File: config.mk
export PLATFORM = sky130hd
export DESIGN_NAME = fetch_pc_unit_flat
export DESIGN_NICKNAME = d
export VERILOG_FILES = /design/src/rtl/fetch_pc_unit_pkg.sv /design/src/rtl/fetch_pc_unit_if.sv /design/src/rtl/fetch_pc_unit_mux2ne1_24bit.sv /design/src/rtl/fetch_pc_unit.sv /design/src/flat_wrapper.sv
export SDC_FILE = /design/constraint.sdc
export NUM_CORES = 1
export LEC_CHECK = 0
export CAP_MARGIN = 20
export CORE_MARGIN = 2
export CORE_UTILIZATION = 50
export DETAILED_ROUTE_END_ITERATION = 10
export DONT_BUFFER_PORTS = 1
export GPL_TIMING_DRIVEN = 0
export PLACE_DENSITY = 0.76
export SYNTH_ARGS = -nofsm -noshare
export SYNTH_HDL_FRONTEND = slang
export SYNTH_SLANG_ARGS = --single-unit
File: constraint.sdc
create_clock -name Clock -period 2.3 [get_ports Clock]
set_input_delay 0.46 -clock Clock [delete_from_list [all_inputs] [get_ports Clock]]
set_output_delay 0.46 -clock Clock [all_outputs]
set_load 0.05 [all_outputs]
File: src/rtl/fetch_pc_unit_pkg.sv
// rtl/fetch_pc_unit_pkg.sv - shared cpu constants and fetch state encoding
//
// Purpose : common word width, NOP encoding and fetch FSM state type.
// Contents: WORD_W, NOP, state_t {FETCH, ISSUE}.
package fetch_pc_unit_pkg;

    localparam int WORD_W = 24;
    localparam logic [WORD_W-1:0] NOP = 24'h000000;

    typedef enum logic {
        FETCH = 1'b0,
        ISSUE = 1'b1
    } state_t;

endpackage

File: src/rtl/fetch_pc_unit_if.sv
// rtl/fetch_pc_unit_if.sv - fetch stage bus: imem handshake, decode handoff, redirect
//
// Purpose : bundles every fetch-stage signal except clock and reset.
// Signals : Stall, BranchTaken, BranchTarget  (decode/execute -> fetch)
//           ImemReq, ImemAddr                  (fetch -> imem)
//           ImemAck, ImemData                  (imem -> fetch)
//           InstrValid, Instr, InstrPC         (fetch -> decode)
// Modports: master = fetch unit, slave = its environment.
interface fetch_pc_unit_if;
    import fetch_pc_unit_pkg::*;

    logic              Stall;
    logic              BranchTaken;
    logic [WORD_W-1:0] BranchTarget;
    logic              ImemReq;
    logic [WORD_W-1:0] ImemAddr;
    logic              ImemAck;
    logic [WORD_W-1:0] ImemData;
    logic              InstrValid;
    logic [WORD_W-1:0] Instr;
    logic [WORD_W-1:0] InstrPC;

    modport master (
        input  Stall, BranchTaken, BranchTarget, ImemAck, ImemData,
        output ImemReq, ImemAddr, InstrValid, Instr, InstrPC
    );

    modport slave (
        output Stall, BranchTaken, BranchTarget, ImemAck, ImemData,
        input  ImemReq, ImemAddr, InstrValid, Instr, InstrPC
    );

endinterface

File: src/rtl/fetch_pc_unit_mux2ne1_24bit.sv
// rtl/fetch_pc_unit_mux2ne1_24bit.sv - 24-bit 2:1 mux built from Mux2ne1 cells
//
// Purpose : word-wide 2:1 select; all bit cells share one select.
// Ports   : a (selected when s=0), b (selected when s=1), s, y.
module Mux2ne1 (
    input  logic a,
    input  logic b,
    input  logic s,
    output logic y
);
    assign y = s ? b : a;
endmodule

module mux2ne1_24bit
    import fetch_pc_unit_pkg::*;
(
    input  logic [WORD_W-1:0] a,
    input  logic [WORD_W-1:0] b,
    input  logic              s,
    output logic [WORD_W-1:0] y
);
    for (genvar i = 0; i < WORD_W; i++) begin : g_bit
        Mux2ne1 u_cell (
            .a (a[i]),
            .b (b[i]),
            .s (s),
            .y (y[i])
        );
    end
endmodule

File: src/rtl/fetch_pc_unit.sv
// rtl/fetch_pc_unit.sv - instruction fetch stage: PC, imem req/ack, redirect handling
//
// Purpose : holds the PC, fetches one instruction at a time from imem and
//           presents it to decode; accepts branch redirects at any time.
// Ports   : Clock  - rising-edge clock
//           Reset  - synchronous active-high reset
//           bus    - fetch_pc_unit_if.master (imem, decode and redirect signals)
module fetch_pc_unit
    import fetch_pc_unit_pkg::*;
#(
    parameter logic [WORD_W-1:0] RESET_PC = 24'h000000,
    parameter logic [WORD_W-1:0] PC_STEP  = 24'd1
) (
    input  logic           Clock,
    input  logic           Reset,
    fetch_pc_unit_if.master bus
);

    state_t            state_q, state_d;
    logic [WORD_W-1:0] pc_q, pc_d;
    logic              redirect_pend_q, redirect_pend_d;
    logic [WORD_W-1:0] pend_tgt_q, pend_tgt_d;
    logic              instr_valid_q, instr_valid_d;
    logic [WORD_W-1:0] instr_q, instr_d;
    logic [WORD_W-1:0] instr_pc_q, instr_pc_d;

    logic [WORD_W-1:0] seq_pc;
    logic [WORD_W-1:0] redir_pc;
    logic              redirect;
    logic [WORD_W-1:0] next_pc;

    // Wraps modulo 2^24 by width truncation.
    assign seq_pc   = pc_q + PC_STEP;
    // A live branch overrides a remembered one (latest target wins).
    assign redir_pc = bus.BranchTaken ? bus.BranchTarget : pend_tgt_q;
    // redirect_pend is only ever set in FETCH, so in ISSUE this reduces to BranchTaken.
    assign redirect = bus.BranchTaken | redirect_pend_q;

    mux2ne1_24bit u_next_pc_mux (
        .a (seq_pc),
        .b (redir_pc),
        .s (redirect),
        .y (next_pc)
    );

    always_comb begin
        state_d         = state_q;
        pc_d            = pc_q;
        redirect_pend_d = redirect_pend_q;
        pend_tgt_d      = pend_tgt_q;
        instr_valid_d   = instr_valid_q;
        instr_d         = instr_q;
        instr_pc_d      = instr_pc_q;
        case (state_q)
            FETCH: begin
                if (bus.ImemAck) begin
                    // On a redirect the returned word is for a dead path: drop it
                    // and re-request from the target.
                    pc_d            = next_pc;
                    redirect_pend_d = 1'b0;
                    if (!redirect) begin
                        instr_d       = bus.ImemData;
                        instr_pc_d    = pc_q;
                        instr_valid_d = 1'b1;
                        state_d       = ISSUE;
                    end
                end else if (bus.BranchTaken) begin
                    // PC must stay put while the request is outstanding.
                    redirect_pend_d = 1'b1;
                    pend_tgt_d      = bus.BranchTarget;
                end
            end
            ISSUE: begin
                if (bus.BranchTaken) begin
                    instr_valid_d = 1'b0;
                    pc_d          = next_pc;
                    state_d       = FETCH;
                end else if (!bus.Stall) begin
                    instr_valid_d = 1'b0;
                    state_d       = FETCH;
                end
            end
            default: state_d = FETCH;
        endcase
    end

    always_ff @(posedge Clock) begin
        if (Reset) begin
            state_q         <= FETCH;
            pc_q            <= RESET_PC;
            redirect_pend_q <= 1'b0;
            pend_tgt_q      <= NOP;
            instr_valid_q   <= 1'b0;
            instr_q         <= NOP;
            instr_pc_q      <= NOP;
        end else begin
            state_q         <= state_d;
            pc_q            <= pc_d;
            redirect_pend_q <= redirect_pend_d;
            pend_tgt_q      <= pend_tgt_d;
            instr_valid_q   <= instr_valid_d;
            instr_q         <= instr_d;
            instr_pc_q      <= instr_pc_d;
        end
    end

    assign bus.ImemReq    = (state_q == FETCH) && !Reset;
    assign bus.ImemAddr   = pc_q;
    assign bus.InstrValid = instr_valid_q;
    assign bus.Instr      = instr_q;
    assign bus.InstrPC    = instr_pc_q;

endmodule

File: src/flat_wrapper.sv
// flat-port wrapper written by rule: the top's interface ports become plain ports
module fetch_pc_unit_flat import fetch_pc_unit_pkg::*;
#(
    parameter logic [WORD_W-1:0] RESET_PC = 24'h000000,
    parameter logic [WORD_W-1:0] PC_STEP  = 24'd1
)
  (Clock, Reset, bus_Stall, bus_BranchTaken, bus_BranchTarget, bus_ImemAck, bus_ImemData, bus_ImemReq, bus_ImemAddr, bus_InstrValid, bus_Instr, bus_InstrPC);
  fetch_pc_unit_if bus_i ();
  input  logic Clock;
  input  logic Reset;
  input wire logic [$bits(bus_i.Stall)-1:0] bus_Stall;
  input wire logic [$bits(bus_i.BranchTaken)-1:0] bus_BranchTaken;
  input wire logic [$bits(bus_i.BranchTarget)-1:0] bus_BranchTarget;
  input wire logic [$bits(bus_i.ImemAck)-1:0] bus_ImemAck;
  input wire logic [$bits(bus_i.ImemData)-1:0] bus_ImemData;
  output wire logic [$bits(bus_i.ImemReq)-1:0] bus_ImemReq;
  output wire logic [$bits(bus_i.ImemAddr)-1:0] bus_ImemAddr;
  output wire logic [$bits(bus_i.InstrValid)-1:0] bus_InstrValid;
  output wire logic [$bits(bus_i.Instr)-1:0] bus_Instr;
  output wire logic [$bits(bus_i.InstrPC)-1:0] bus_InstrPC;
  assign bus_i.Stall = bus_Stall;
  assign bus_i.BranchTaken = bus_BranchTaken;
  assign bus_i.BranchTarget = bus_BranchTarget;
  assign bus_i.ImemAck = bus_ImemAck;
  assign bus_i.ImemData = bus_ImemData;
  assign bus_ImemReq = bus_i.ImemReq;
  assign bus_ImemAddr = bus_i.ImemAddr;
  assign bus_InstrValid = bus_i.InstrValid;
  assign bus_Instr = bus_i.Instr;
  assign bus_InstrPC = bus_i.InstrPC;
  fetch_pc_unit #(.RESET_PC(RESET_PC), .PC_STEP(PC_STEP)) u_core (.Clock(Clock), .Reset(Reset), .bus(bus_i));
endmodule
### Yosys cells after proc, flatten, opt, wreduce, memory -nomap -nowiden

Index checks and enable logic that the tools add are counted.

| operators by class | value |
|---|---|
| add/subtract/negate cells | 1 |
| equality and inequality tests | 4 |
| multiplexer cells | 40 |
| bitwise operators | 4 |
| reductions and logical operators | 8 |

Operators with widths:

| kind | count |
|---|---|
| 24-bit two-way mux | 3 |
| 24-bit one-hot mux with 2 select lines | 1 |
| 1-bit two-way mux | 34 |
| 24-bit by 1-bit adder with 24-bit output, second input constant | 1 |
| 2-bit inequality test, second input constant | 3 |
| 2-bit AND reduction | 3 |
| 3-bit AND reduction | 2 |
| 1-bit one-hot mux with 2 select lines | 2 |
| 3-bit inequality test, second input constant | 1 |
| 1-bit NOT | 3 |
| 2-bit nonzero test | 1 |
| 1-bit logical AND | 1 |
| 1-bit zero test | 1 |
| 1-bit bitwise OR | 1 |

| word-level totals | value |
|---|---|
| bits in registers | 99 |
| bits of input ports | 53 |
| output and inout port bits | 74 |
| logic and storage cells | 64 |

### Longest topological paths before layout

| logic depth | value |
|---|---|
| depth after elaboration | 4 |
| depth in mapped cells | 8 |

### Hierarchy

From an unflattened synthesis, not the netlist that was laid out.

| second synthesis, totals | value |
|---|---|
| cells, all modules | 555 |
| area, all modules | 4,575.6 um2 |

Modules (own cells, without submodules):

| module | times used | cells each | area each (um2) |
|---|---|---|---|
| fetch_pc_unit | 1 | 531 | 4,215.3 |
| Mux2ne1 | 24 | 1 | 15.0 |

### Worst setup path after synthesis

OpenSTA, ideal clock, no wires.

| timing path | value |
|---|---|
| path type | register to register |
| from | reg u_core.pc_q[0], in the netlist u_core.bus.ImemAddr[0] |
| to | reg u_core.pc_q[16], in the netlist u_core.bus.ImemAddr[16] |
| arrival time | 2,278 ps |
| slack | -53 ps |
| stages on the path, launching flop included | 6 |
| path buffers | 0 |
| cells stage by stage | dfxtp_1 > ha_1 > nand3_2 > or4_4 > or4_1 > a31oi_1 |

| on the way | value |
|---|---|
| word-level cells in the longest chain between the ends | 4 |
| elaborated cells between the ends (all ways) | 5 |

Ends and longest elaborated chain:

| what | line | source |
|---|---|---|
| start: declaration | fetch_pc_unit.sv:20 | `logic [WORD_W-1:0] pc_q, pc_d;` |
| start signal: assignment | fetch_pc_unit.sv:98 | `pc_q <= pc_d;` |
| 24-bit by 1-bit adder with 24-bit output (*) | fetch_pc_unit.sv:33 | `assign seq_pc = pc_q + PC_STEP;` |
| 1-bit two-way mux (*) | fetch_pc_unit_mux2ne1_24bit.sv:11 | `assign y = s ? b : a;` |
| 24-bit two-way mux, on equally long branches | fetch_pc_unit.sv:74, fetch_pc_unit.sv:56 |  |
| 24-bit one-hot mux with 2 select lines (*) | fetch_pc_unit.sv:54 | `case (state_q)` |

Mark *: on every way between the ends. The rest lies on a longest branch, timed or not. The select of a mux whose other input is x is not followed.
A chain may end at the register's enable or synchronous reset.

### Final worst setup path

| timing path | value |
|---|---|
| from | reg u_core.pc_q[5], in the netlist u_core.bus.ImemAddr[5] |
| to | reg u_core.pc_q[23], in the netlist u_core.bus.ImemAddr[23] |

The elaborated chain is that of the path after synthesis.

==> results.toml <==
[layout]
area_growth_pct = 8.575
fillers = 846
final_cells = 717
final_nets = 658
fin_area_mm2 = 0.004880
drive_gt1_share_pct = 9.524
diodes = 0
utilization_pct = 55.95

[timing]
rsz0062_at_grt = "no"
finalHoldViolations = 0
fin_setup_tns_ns = 0
slew_violations = 0
skew_ns = 0.008794
finalCriticalPeriod_ns = 2.212
fin_crit_sh_pct = 96.19
tightest_slew_ns = 1.052
setup_viol = 0
slew_headroom_pct = 27.83
fmax_mhz = 452.0

[run_status]
outcome = "complete, no violations"

[power_and_ir_drop]
peakVddDrop_mv = 0.3346
pwr-share-comb_pct = 11.1
p_int_mw = 2.456
power_density_mw_per_mm2 = 750.7
p_total_mw = 3.663
swShare_pct = 32.95
p_seq_share_pct = 57.8
power_frac_clock_pct = 31.1
leakage_nw = 1.619
power.switching_mw = 1.207

[worst_setup_path]
r2r_cells = 4
startpoint = "u_core.bus.ImemAddr[5]$_SDFFE_PP0P_"
startpoint_type = "flip-flop"
timing.rr.start = "u_core.bus.ImemAddr[5]$_SDFFE_PP0P_"
critical_path_class = "reg -> reg"
cp_max_fo = 7
r2r_end = "u_core.bus.ImemAddr[23]$_SDFFE_PP0P_"
arrival_ns = 2.44
end_kind = "flip-flop"
worst-r2r-setup-slack_ns = 0.09
required_ns = 2.52

[yosys]
synth_xor_area_share_pct = 0
synth_area_leaders = "dfxtp_1 (44%), nand2_1 (15%), a21oi_1 (10%)"
synth_compound_area_share_pct = 22.16
netlist_instances = 591
syn_area_mm2 = 0.004494
synthMuxAreaShare_pct = 1.141
yosys.area.top_type_share_pct = 44.10
ys_ff_latch = 99
synth-simple-area-share_pct = 26.50
synth_top_family_by_area = "simple AND/OR/NAND/NOR gates"
synth_top_cell_by_area = "dfxtp_1"
synth-adder-area-share_pct = 0.2784
synth_async_sr_flop_share_pct = 0
mappedNetlistNets = 645
synth_edf_count = 0
syn_area_per_cell_um2 = 7.605
ys_types = 56
ys_seq_area_share_pct = 44.10
ys_warn_count = 0
synth_flop_cell = "dfxtp_1"

[placed_design]
routabilityCongestion = 0.8813
placed_cell_area_mm2 = 0.004632
dp_cells = 699
hpwl_um = 9521
io_buffer_count = 0

[drt]
drtPass1Iterations = 5
routed_wl_um = 12980
drtAntennaViolNets = 0
drt_iter0_drc = 437
vias = 4285
drcViolationCount = 0
wire_per_inst_um = 18.10
viasPerCell = 5.976

[global_route]
antenna_found_initial = 0
track_usage_pct = 26.32
grt_pass1_wl_um = 20600
grt_pass1_vias = 3997
grt_remaining_overflow = 0
grt_max_degree = 17

[clock_network]
cts_tree = "done"
cts-root-buf = "clkbuf_8"
cts_max_level = 3
clock_sinks = 99
cts_buffers = 9
cts_buffer_depth = 2
clk_latency_ns = 0.37
path_clk_slew_ns = 0.10

[floorplanning]
die_area_mm2 = 0.009763
die_h_um = 98.81
die_x_um = 98.81
io_pins = 127
rows = 34
initial_core_util_pct = 51.54
core_area_mm2 = 0.008721

[flow_run]
drv_cap = 0

[hold_path]
hp-class = "in -> reg"
hold_end = "u_core.redirect_pend_q$_SDFFE_PP0P_"
worstHoldStart = "bus_ImemAck"
hold_depth = 1
metal layers:
metal	GRT usage [%]	vias to the layer above	share of wire (%)
met5	0	-	0
li1	-	2083	-
met4	8.746	0	1.6
met2	42.88	202	48
met3	7.163	19	10
met1	33.90	1981	40
metrics by stage:
stage	hold WS, ns	worst slack (ns)
3_3_place_gp	0.4384	-0.05677
4_1_cts	0.1728	0.01374
2_1_floorplan	0.4321	0.1426
5_1_grt	0.1704	0.01635
3_5_place_dp	0.4464	-0.09236
6_report	0.1779	0.08760
cells in the final DEF, fill, tap and decap left out, types with 3 or more instances in the layout:
cell        n
nor2_1     16
nand4_1     6
clkbuf_1   38
dfxtp_2    14
dfxtp_4     3
a21oi_1    90
nor3_1      8
a311oi_1    5
nand3_1    10
a31oi_1    10
nand3b_1    3
nand2_1   182
mux2i_1     4
or3_1       4
nor4_1      3
buf_2       3
clkbuf_8   14
dfxtp_1    82
a211oi_1    6
nor2b_1     3
and3_1      7
o211ai_1   11
o21ai_0    21
nand2b_1    6
inv_1       6
cells in the mapped netlist, drive strengths merged (3+ instances only):
master,n
nand2,182
dfxtp,99
a21oi,90
clkbuf,42
o21ai,21
nor2,17
nand3,11
o211ai,11
a31oi,10
and3,8
nor3,8
nand4,7
a211oi,6
inv,6
nand2b,6
a311oi,5
buf,5
or3,5
mux2i,4
nor4,4
nand3b,3
nor2b,3
or4,3
kinds of logic (layout without fill, tap and decap cells):
group / Yosys count / after routing
and+or+nand+nor: 266 / 266
AOI/OAI and AO/OA: 167 / 167
DFF: 99 / 99
buffers and inverters: 53 / 71
muxes: 5 / 5
adders and majority gates: 1 / 1
layout make-up:
| class | instances | area, µm² | share of cell area, % |
|---|---|---|---|
| plain buffers | 47 | 239.0 | 4.897 |
| clock buffers | 11 | 131.4 | 2.692 |
| clock inverters | 5 | 61.31 | 1.256 |
| inverters | 6 | 22.52 | 0.4615 |
| multi-input cells | 439 | 2265 | 46.41 |
| flip-flops and latches | 99 | 2011 | 41.21 |
| well taps | 108 | 135.1 | 2.769 |
| repair buffers | 2 | 15.01 | 0.3077 |
timing repair:
action	in CTS	in global routing
pin swaps	0	2
hold buffers	0	0
endpoints found under the setup margin	9	33
setup buffers	0	2
resized for setup	11	10
how the worst max path moves through the flow:
stage,to
after CTS,u_core.bus.ImemAddr[16]$_SDFFE_PP0P_
after global placement,u_core.bus.ImemAddr[16]$_SDFFE_PP0P_
after global routing,u_core.bus.ImemAddr[16]$_SDFFE_PP0P_
after floorplan,u_core.bus.ImemAddr[16]$_SDFFE_PP0P_
final,u_core.bus.ImemAddr[23]$_SDFFE_PP0P_
after detailed placement,u_core.bus.ImemAddr[23]$_SDFFE_PP0P_
sequential cells by signal, summed over array words and instances (netlist names):
register / count
u_core.state_q: 1
u_core.bus.InstrValid: 1
u_core.bus.InstrPC: 24
u_core.redirect_pend_q: 1
u_core.pend_tgt_q: 24
u_core.bus.Instr: 24
u_core.bus.ImemAddr: 24
power by group through the flow:
stage	registers (mW)	logic (mW)	clock network (mW)
after floorplan	2.12	0.302	0
after global placement	2.15	0.385	0
after detailed placement	2.15	0.397	0
after CTS	2.12	0.400	1.15
after global routing	2.13	0.452	1.22
final	2.12	0.407	1.14
worst max-delay path, cell delays in order (launching register included):
cell and delay, ns:
dfxtp_2 0.58, nand3_1 0.32, or4_1 0.70, o31ai_1 0.28, o311ai_0 0.18
No activity file was read; power rests on OpenSTA's default activity.
